### config.mk
export PLATFORM = sky130hd
export DESIGN_NAME = i2s_mic_rx
export DESIGN_NICKNAME = d
export VERILOG_FILES = /design/src/rtl/i2s_pkg.sv /design/src/rtl/i2s_clk_gen.sv /design/src/rtl/i2s_mic_rx.sv
export SDC_FILE = /design/constraint.sdc
export NUM_CORES = 1
export LEC_CHECK = 0
export BUFFER_PORTS_ARGS = -buffer_cell sky130_fd_sc_hd__buf_2
export CAP_MARGIN = 5
export CORE_MARGIN = 2
export CORE_UTILIZATION = 51
export DETAILED_ROUTE_END_ITERATION = 6
export PLACE_DENSITY = 0.73
export SETUP_SLACK_MARGIN = 0.5
export SYNTH_ARGS = -nofsm -noshare
export SYNTH_HDL_FRONTEND = slang
export SYNTH_SLANG_ARGS = --single-unit
### constraint.sdc
create_clock -name clk -period 1.9 [get_ports clk]
set_clock_uncertainty 0.2 [all_clocks]
set_input_delay 0.38 -clock clk [delete_from_list [all_inputs] [get_ports clk]]
set_output_delay 0.38 -clock clk [all_outputs]
set_load 0.005 [all_outputs]
### src/rtl/i2s_pkg.sv
// Shared constants and types for the I2S microphone receiver.
// Default slot geometry matches the board's 24-in-32 bit MEMS microphone.
package i2s_pkg;

  localparam int SLOT_BITS   = 32;
  localparam int SAMPLE_BITS = 24;
  localparam int FRAME_BITS  = 2 * SLOT_BITS;

  typedef logic signed [SAMPLE_BITS-1:0] sample_t;

  typedef enum logic {
    CH_LEFT  = 1'b0,
    CH_RIGHT = 1'b1
  } ch_e;

endpackage

### src/rtl/i2s_clk_gen.sv
// SCK generator for the I2S receiver: divides clk by 2*CLK_DIV.
// Flags the clk cycle in which SCK is about to fall, so the top can sample and advance.
module i2s_clk_gen #(
  parameter int CLK_DIV = 4
) (
  input  logic clk,
  input  logic rst_n,
  input  logic en,
  output logic sck,
  output logic fall
);

  localparam int CW = (CLK_DIV > 1) ? $clog2(CLK_DIV) : 1;

  logic [CW-1:0] div_cnt;
  logic          toggle;

  assign toggle = en && (div_cnt == CW'(CLK_DIV - 1));
  assign fall   = toggle && sck;

  // Disabling parks SCK low and restarts the divider, so re-enable begins a clean low phase.
  always_ff @(posedge clk or negedge rst_n) begin
    if (!rst_n) begin
      div_cnt <= '0;
      sck     <= 1'b0;
    end else if (!en) begin
      div_cnt <= '0;
      sck     <= 1'b0;
    end else if (toggle) begin
      div_cnt <= '0;
      sck     <= ~sck;
    end else begin
      div_cnt <= div_cnt + 1'b1;
    end
  end

endmodule

### src/rtl/i2s_mic_rx.sv
// I2S master receiver for the MEMS microphone: drives SCK/WS and deserialises SD
// MSB first into one held, signed sample per slot with a single-cycle valid strobe.
module i2s_mic_rx #(
  parameter int CLK_DIV     = 4,
  parameter int SAMPLE_BITS = i2s_pkg::SAMPLE_BITS,
  parameter int SLOT_BITS   = i2s_pkg::SLOT_BITS
) (
  input  logic                          clk,
  input  logic                          rst_n,
  input  logic                          en,
  input  logic                          sd,
  output logic                          sck,
  output logic                          ws,
  output logic signed [SAMPLE_BITS-1:0] sample,
  output logic                          sample_valid,
  output logic                          sample_right
);

  import i2s_pkg::*;

  // SLOT_BITS is a power of two, so the top bit of the frame counter is the slot.
  localparam int FRAME_LEN = 2 * SLOT_BITS;
  localparam int BW        = $clog2(FRAME_LEN);
  localparam int PW        = BW - 1;

  logic                   sd_meta;
  logic                   sd_s;
  logic                   fall;
  logic [BW-1:0]          bit_cnt;
  logic [PW-1:0]          pos;
  logic [SAMPLE_BITS-1:0] shreg;
  logic [SAMPLE_BITS-1:0] shifted;
  logic                   in_word;
  logic                   last_bit;
  ch_e                    slot_ch;

  i2s_clk_gen #(
    .CLK_DIV (CLK_DIV)
  ) u_clk_gen (
    .clk   (clk),
    .rst_n (rst_n),
    .en    (en),
    .sck   (sck),
    .fall  (fall)
  );

  assign ws       = bit_cnt[BW-1];
  assign pos      = bit_cnt[PW-1:0];
  assign slot_ch  = ch_e'(bit_cnt[BW-1]);
  assign shifted  = {shreg[SAMPLE_BITS-2:0], sd_s};
  assign in_word  = (pos != '0) && (pos <= PW'(SAMPLE_BITS));
  assign last_bit = (pos == PW'(SAMPLE_BITS));

  always_ff @(posedge clk or negedge rst_n) begin
    if (!rst_n) begin
      sd_meta <= 1'b0;
      sd_s    <= 1'b0;
    end else begin
      sd_meta <= sd;
      sd_s    <= sd_meta;
    end
  end

  // Frame position advances on SCK falling edges; the mic changes SD on those edges too,
  // so the synchronised bit seen at a fall was launched a full SCK period earlier.
  always_ff @(posedge clk or negedge rst_n) begin
    if (!rst_n) begin
      bit_cnt <= '0;
      shreg   <= '0;
    end else if (!en) begin
      bit_cnt <= '0;
      shreg   <= '0;
    end else if (fall) begin
      bit_cnt <= (bit_cnt == BW'(FRAME_LEN - 1)) ? '0 : bit_cnt + 1'b1;
      if (pos == '0) begin
        shreg <= '0;
      end else if (in_word) begin
        shreg <= shifted;
      end
    end
  end

  // The final bit goes straight into the output so the strobe trails its fall event by one clk.
  always_ff @(posedge clk or negedge rst_n) begin
    if (!rst_n) begin
      sample       <= '0;
      sample_right <= 1'b0;
      sample_valid <= 1'b0;
    end else begin
      sample_valid <= 1'b0;
      if (en && fall && last_bit) begin
        sample       <= shifted;
        sample_right <= slot_ch;
        sample_valid <= 1'b1;
      end
    end
  end

endmodule

After elaboration in Yosys (flattened, before gate mapping) --
Cells that the tools add are included.
Word-level totals: register bits after elaboration 60, latch bits 0, memory bits (writable) 0, ROM bits 0, output and inout port bits 28, memories 0
Cells by class: add/subtract/negate cells 2, multiply operators 0, div/mod/pow operators 0, $lt $le $gt $ge 1, eq/ne operators 6, shifts and indexed selects 0, multiplexer cells 12, bitwise logic cells 1, reduce and logical (&&, ||, !) cells 8
Operators with widths (number):
- 23-bit 2-to-1 mux | 4
- 6-bit 2-to-1 mux | 3
- 6-bit by 1-bit adder with 6-bit output (second input constant) | 1
- 6-bit == test (second input constant) | 1
- 5-bit == test (second input constant) | 1
- 5-bit <= comparator (second input constant) | 1
- 1-bit logical AND | 5
- 5-bit zero test | 1
- 5-bit nonzero test | 1
- 2-bit 2-to-1 mux | 2
- 2-bit by 1-bit != test with 1-bit output (second input constant) | 2
- 1-bit 2-to-1 mux | 3
- 3-bit by 1-bit != test with 1-bit output (second input constant) | 1
- 2-bit by 1-bit adder with 2-bit output (second input constant) | 1
- 2-bit == test (second input constant) | 1
- 2-bit AND reduction | 1
- 1-bit inverter | 1

Depth between registers and ports, before layout --
depth in word-level cells 6, depth in mapped cells 7, gate-level depth less buffers 6

Cells and area by module --
A second synthesis with hierarchy kept.
Unflattened totals: cell total of the unflattened synthesis 161, area total of the unflattened synthesis 2426.1 um^2
Modules (own cells, without submodules):
- i2s_mic_rx | times used 1, cells an instance 152, area an instance 2298.5 um^2, sequential area each 1426.4 um^2
- i2s_clk_gen | times used 1, cells an instance 9, area an instance 127.6 um^2, sequential area each 75.1 um^2

Worst setup path before layout --
Ideal clock, no wire load.
kind register -> register, start register u_clk_gen.div_cnt[0], end register sample[10], data arrival time 1.580 ns, required time 1.575 ns, slack -0.005 ns, stages on the path, launching flop included 8, path buffers 2, clock period less this slack 1.905 ns, path through dfrtp_1 > ha_1 > and2_1 > buf_6 > nand4_4 > nor2_8 > buf_12 > mux2_4
Between the ends: word-level cells in the longest chain between the ends 5
Ends and longest elaborated chain:
- start: declaration | line i2s_clk_gen.sv:15 | logic [CW-1:0] div_cnt;
- start signal: assignment | line i2s_clk_gen.sv:33 | div_cnt <= div_cnt + 1'b1;
- 2-bit == test | line i2s_clk_gen.sv:18 | assign toggle = en && (div_cnt == CW'(CLK_DIV - 1));
- 1-bit logical AND | line i2s_clk_gen.sv:18
- 1-bit logical AND | line i2s_clk_gen.sv:19 | assign fall = toggle && sck;
- 1-bit logical AND (2 in a row) | line i2s_mic_rx.sv:91 | if (en && fall && last_bit) begin
- end signal: assignment | line i2s_mic_rx.sv:92 | sample <= shifted;
- end: declaration | line i2s_mic_rx.sv:14 | output logic signed [SAMPLE_BITS-1:0] sample,
Every way passes these cells. A chain may end at the register's enable or synchronous reset.

Worst setup path in the final report --
start register u_clk_gen.div_cnt[0], end register shreg[10]
Between the ends: word-level cells in the longest chain between the ends 5
Ends and longest elaborated chain:
- 2-bit == test | line i2s_clk_gen.sv:18
- 1-bit logical AND | line i2s_clk_gen.sv:18
- 1-bit logical AND | line i2s_clk_gen.sv:19
- 2-bit by 1-bit != test with 1-bit output (no source line)
- 2-bit AND reduction (no source line)
- end signal: assignment | line i2s_mic_rx.sv:78 | shreg <= shifted;
- end: declaration | line i2s_mic_rx.sv:31 | logic [SAMPLE_BITS-1:0] shreg;
Every way passes these cells.

==> results.sh <==
export IMPL_area_delta_synth_final_pct=40.34
export IMPL_cp_end_kind="flip-flop"
export IMPL_dp_hpwl_um=3159
export IMPL_grt_pass1_wl_um=8728
export IMPL_grt_antenna_before_repair=0
export IMPL_drv_cap=0
export IMPL_slew_headroom=0.7016
export IMPL_syn_num_nets=214
export IMPL_grt_max_degree=25
export IMPL_rsz0062_at_grt="yes"
export IMPL_peakVddDrop_uv=501.2
export IMPL_max_freq_mhz=544.1
export IMPL_synth_area_um2=2565
export IMPL_initial_core_util=0.5359
export IMPL_crit_path_start_kind="flip-flop"
export IMPL_fin_crit_sh=0.9673
export IMPL_synthAdderAreaFrac=0.01463
export IMPL_wl_met1_um=2538
export IMPL_ys_seq_area_frac=0.5854
export IMPL_cts_tree="built"
export IMPL_core_area_um2=4786
export IMPL_fin_hold_ws_ns=0.1580
export IMPL_grt_ovfl_total=0
export IMPL_final_cell_mix="dfrtp_1, buf_4, buf_2"
export IMPL_cts_sinks=60
export IMPL_required_ns=1.92
export IMPL_grt_pass1_vias=1776
export IMPL_htreeDepth=3
export IMPL_syn_area_per_cell_um2=12.39
export IMPL_clk_path_buf_depth=2
export IMPL_first_pass_iters=4
export IMPL_setup_tns_ns=0
export IMPL_synth_compound_area_frac=0.07463
export IMPL_antenna_cells=0
export IMPL_insertion_delay_ns=0.33
export IMPL_crit_type="reg -> reg"
export IMPL_synth_top_family_by_area="simple AND/OR/NAND/NOR gates"
export IMPL_drv_slew=0
export IMPL_synth_xor_area_frac=0.01024
export IMPL_power_density_nw_per_um2=676.8
export IMPL_first_iter_violations=241
export IMPL_wl_per_cell_um=16.81
export IMPL_io_buffers=31
export IMPL_clk_pin_slew_ns=0.06
export IMPL_finalHoldViolCount=0
export IMPL_via_per_inst=5.349
export IMPL_die_h_um=74.92
export IMPL_ys_warn_count=0
export IMPL_min_period_ns=1.838
export IMPL_vias=1915
export IMPL_wl_met2_um=3070
export IMPL_route_detailed_drc=0
export IMPL_synthMuxAreaShare=0.1376
export IMPL_cp_arrival_ns=1.86
export IMPL_path_max_fanout=8
export IMPL_ys_types=31
export IMPL_worst_slew_pin_slew_ns=0.4476
export IMPL_p_leak_uw=0.001774
export IMPL_postRouteAntennaNets=0
export IMPL_dieArea_um2=5612
export IMPL_finalSetupViolations=0
export IMPL_wirelength_um=6019
export IMPL_grt_use_total=0.2146
export IMPL_top_layer_used="met4"
export IMPL_hp_class="reg -> reg"
export IMPL_mostFrequentLayoutCell="dfrtp_1"
export IMPL_nets=295
export IMPL_top_level_ports=32
export IMPL_cts_buffers=9
export IMPL_synthSimpleGateAreaFrac=0.1380
export IMPL_layout_drive_gt1_share=0.5636
export IMPL_cts_root_buffer_cell="clkbuf_8"
export IMPL_num_rows=25
export IMPL_place_gp_congestion=0.7444
export IMPL_fp_dieW_um=74.92
export IMPL_status="finished clean"
export IMPL_netlist_instances=207
export IMPL_route_met3_wl_um=265
export IMPL_synth_seq_cells=60
## registers in the layout (all words and copies together), names as in the netlist, 2 cells and up
register           cells
sample                24
shreg                 23
bit_cnt                6
u_clk_gen.div_cnt      2
## worst max-delay path: stages, from the launching register on
cell     delay, ns
dfrtp_1       0.39
ha_2          0.18
buf_4         0.13
buf_6         0.11
buf_6         0.11
nand2_4       0.08
a31o_4        0.19
and2_4        0.24
o21ai_2       0.08
## metrics by stage
step	utilization	power, µW	std cells	worst slack (ns)	cell area [µm²]
6_report	0.7522	2436	358	0.06215	3600
5_1_grt	0.7522	2523	358	0.00005262	3600
4_1_cts	0.6860	2423	343	0.1008	3283
3_5_place_dp	0.5990	1393	304	0.07069	2867
3_3_place_gp	0.5990	1391	304	0.1098	2867
2_1_floorplan	-	1347	207	0.03687	2599
## synthesized netlist by cell type (all sizes together)
cell    instances  area (µm²)
dfrtp          60        1501
nand2          29       108.9
o21ai          26       130.1
mux2           25       352.8
nand3          25       125.1
clkbuf          8       32.53
and2            5       33.78
buf             5       61.31
a21boi          4       30.03
ha              3       37.54
inv             2       7.510
nand4           2       27.53
nor2            2       23.77
xnor2           2       17.52
a31o            1       8.760
a31oi           1       6.260
and3b           1       8.760
nand2b          1       13.76
nor2b           1       6.260
o211ai          1       7.510
o31a            1       8.760
or3             1       6.260
xor2            1       8.760
## routing by layer
layer	track usage	vias to the layer above
met1	0.2701	971
met2	0.3441	54
met4	0.1151	0
li1	-	878
met3	0.05087	12
met5	0	-
## area by class of cell
class / count / area, µm²
clock buffers: 12 / 165.2
flip-flops and latches: 60 / 1501
well taps: 67 / 83.83
multi-input cells: 135 / 1179
clock inverters: 2 / 10.01
fillers: 312 / 1186
inverters: 2 / 7.507
repair buffers: 80 / 653.1
## power breakdown
group	switching, µW	internal, µW
sequential	3.83	1290
combinational	69.8	46.3
clock	470	561
## cell families after synthesis
logic type                 count (synthesis)
DFF                                       60
buffers and inverters                     15
and+or+nand+nor                           67
AOI/OAI and AO/OA                         34
xor gates and xnor gates                   3
muxes                                     25
adders and majority gates                  3
## path summary, 6_finish.rpt
kind	from	end	slack, ns	cells after the start
min in group asynchronous	rst_n	sample_valid$_DFF_PN0_	0.32	2
max in group asynchronous	rst_n	shreg[7]$_DFFE_PN0P_	0.69	3
max	u_clk_gen.div_cnt[0]$_DFF_PN0_	shreg[10]$_DFFE_PN0P_	0.06	8
min reg2reg	sd_meta$_DFF_PN0_	sd_s$_DFF_PN0_	0.16	0
max reg2reg	u_clk_gen.div_cnt[0]$_DFF_PN0_	shreg[10]$_DFFE_PN0P_	0.06	8
min	sd_meta$_DFF_PN0_	sd_s$_DFF_PN0_	0.16	0
## timing repair
action	in CTS	in global routing
buffers inserted	22	11
endpoints found under the setup margin	79	84
pin swaps	1	4
gates resized for setup	14	44
hold buffers	2	0
gates cloned	1	4
endpoints found under the hold margin	17	0
No activity file was read; power rests on OpenSTA's default activity.
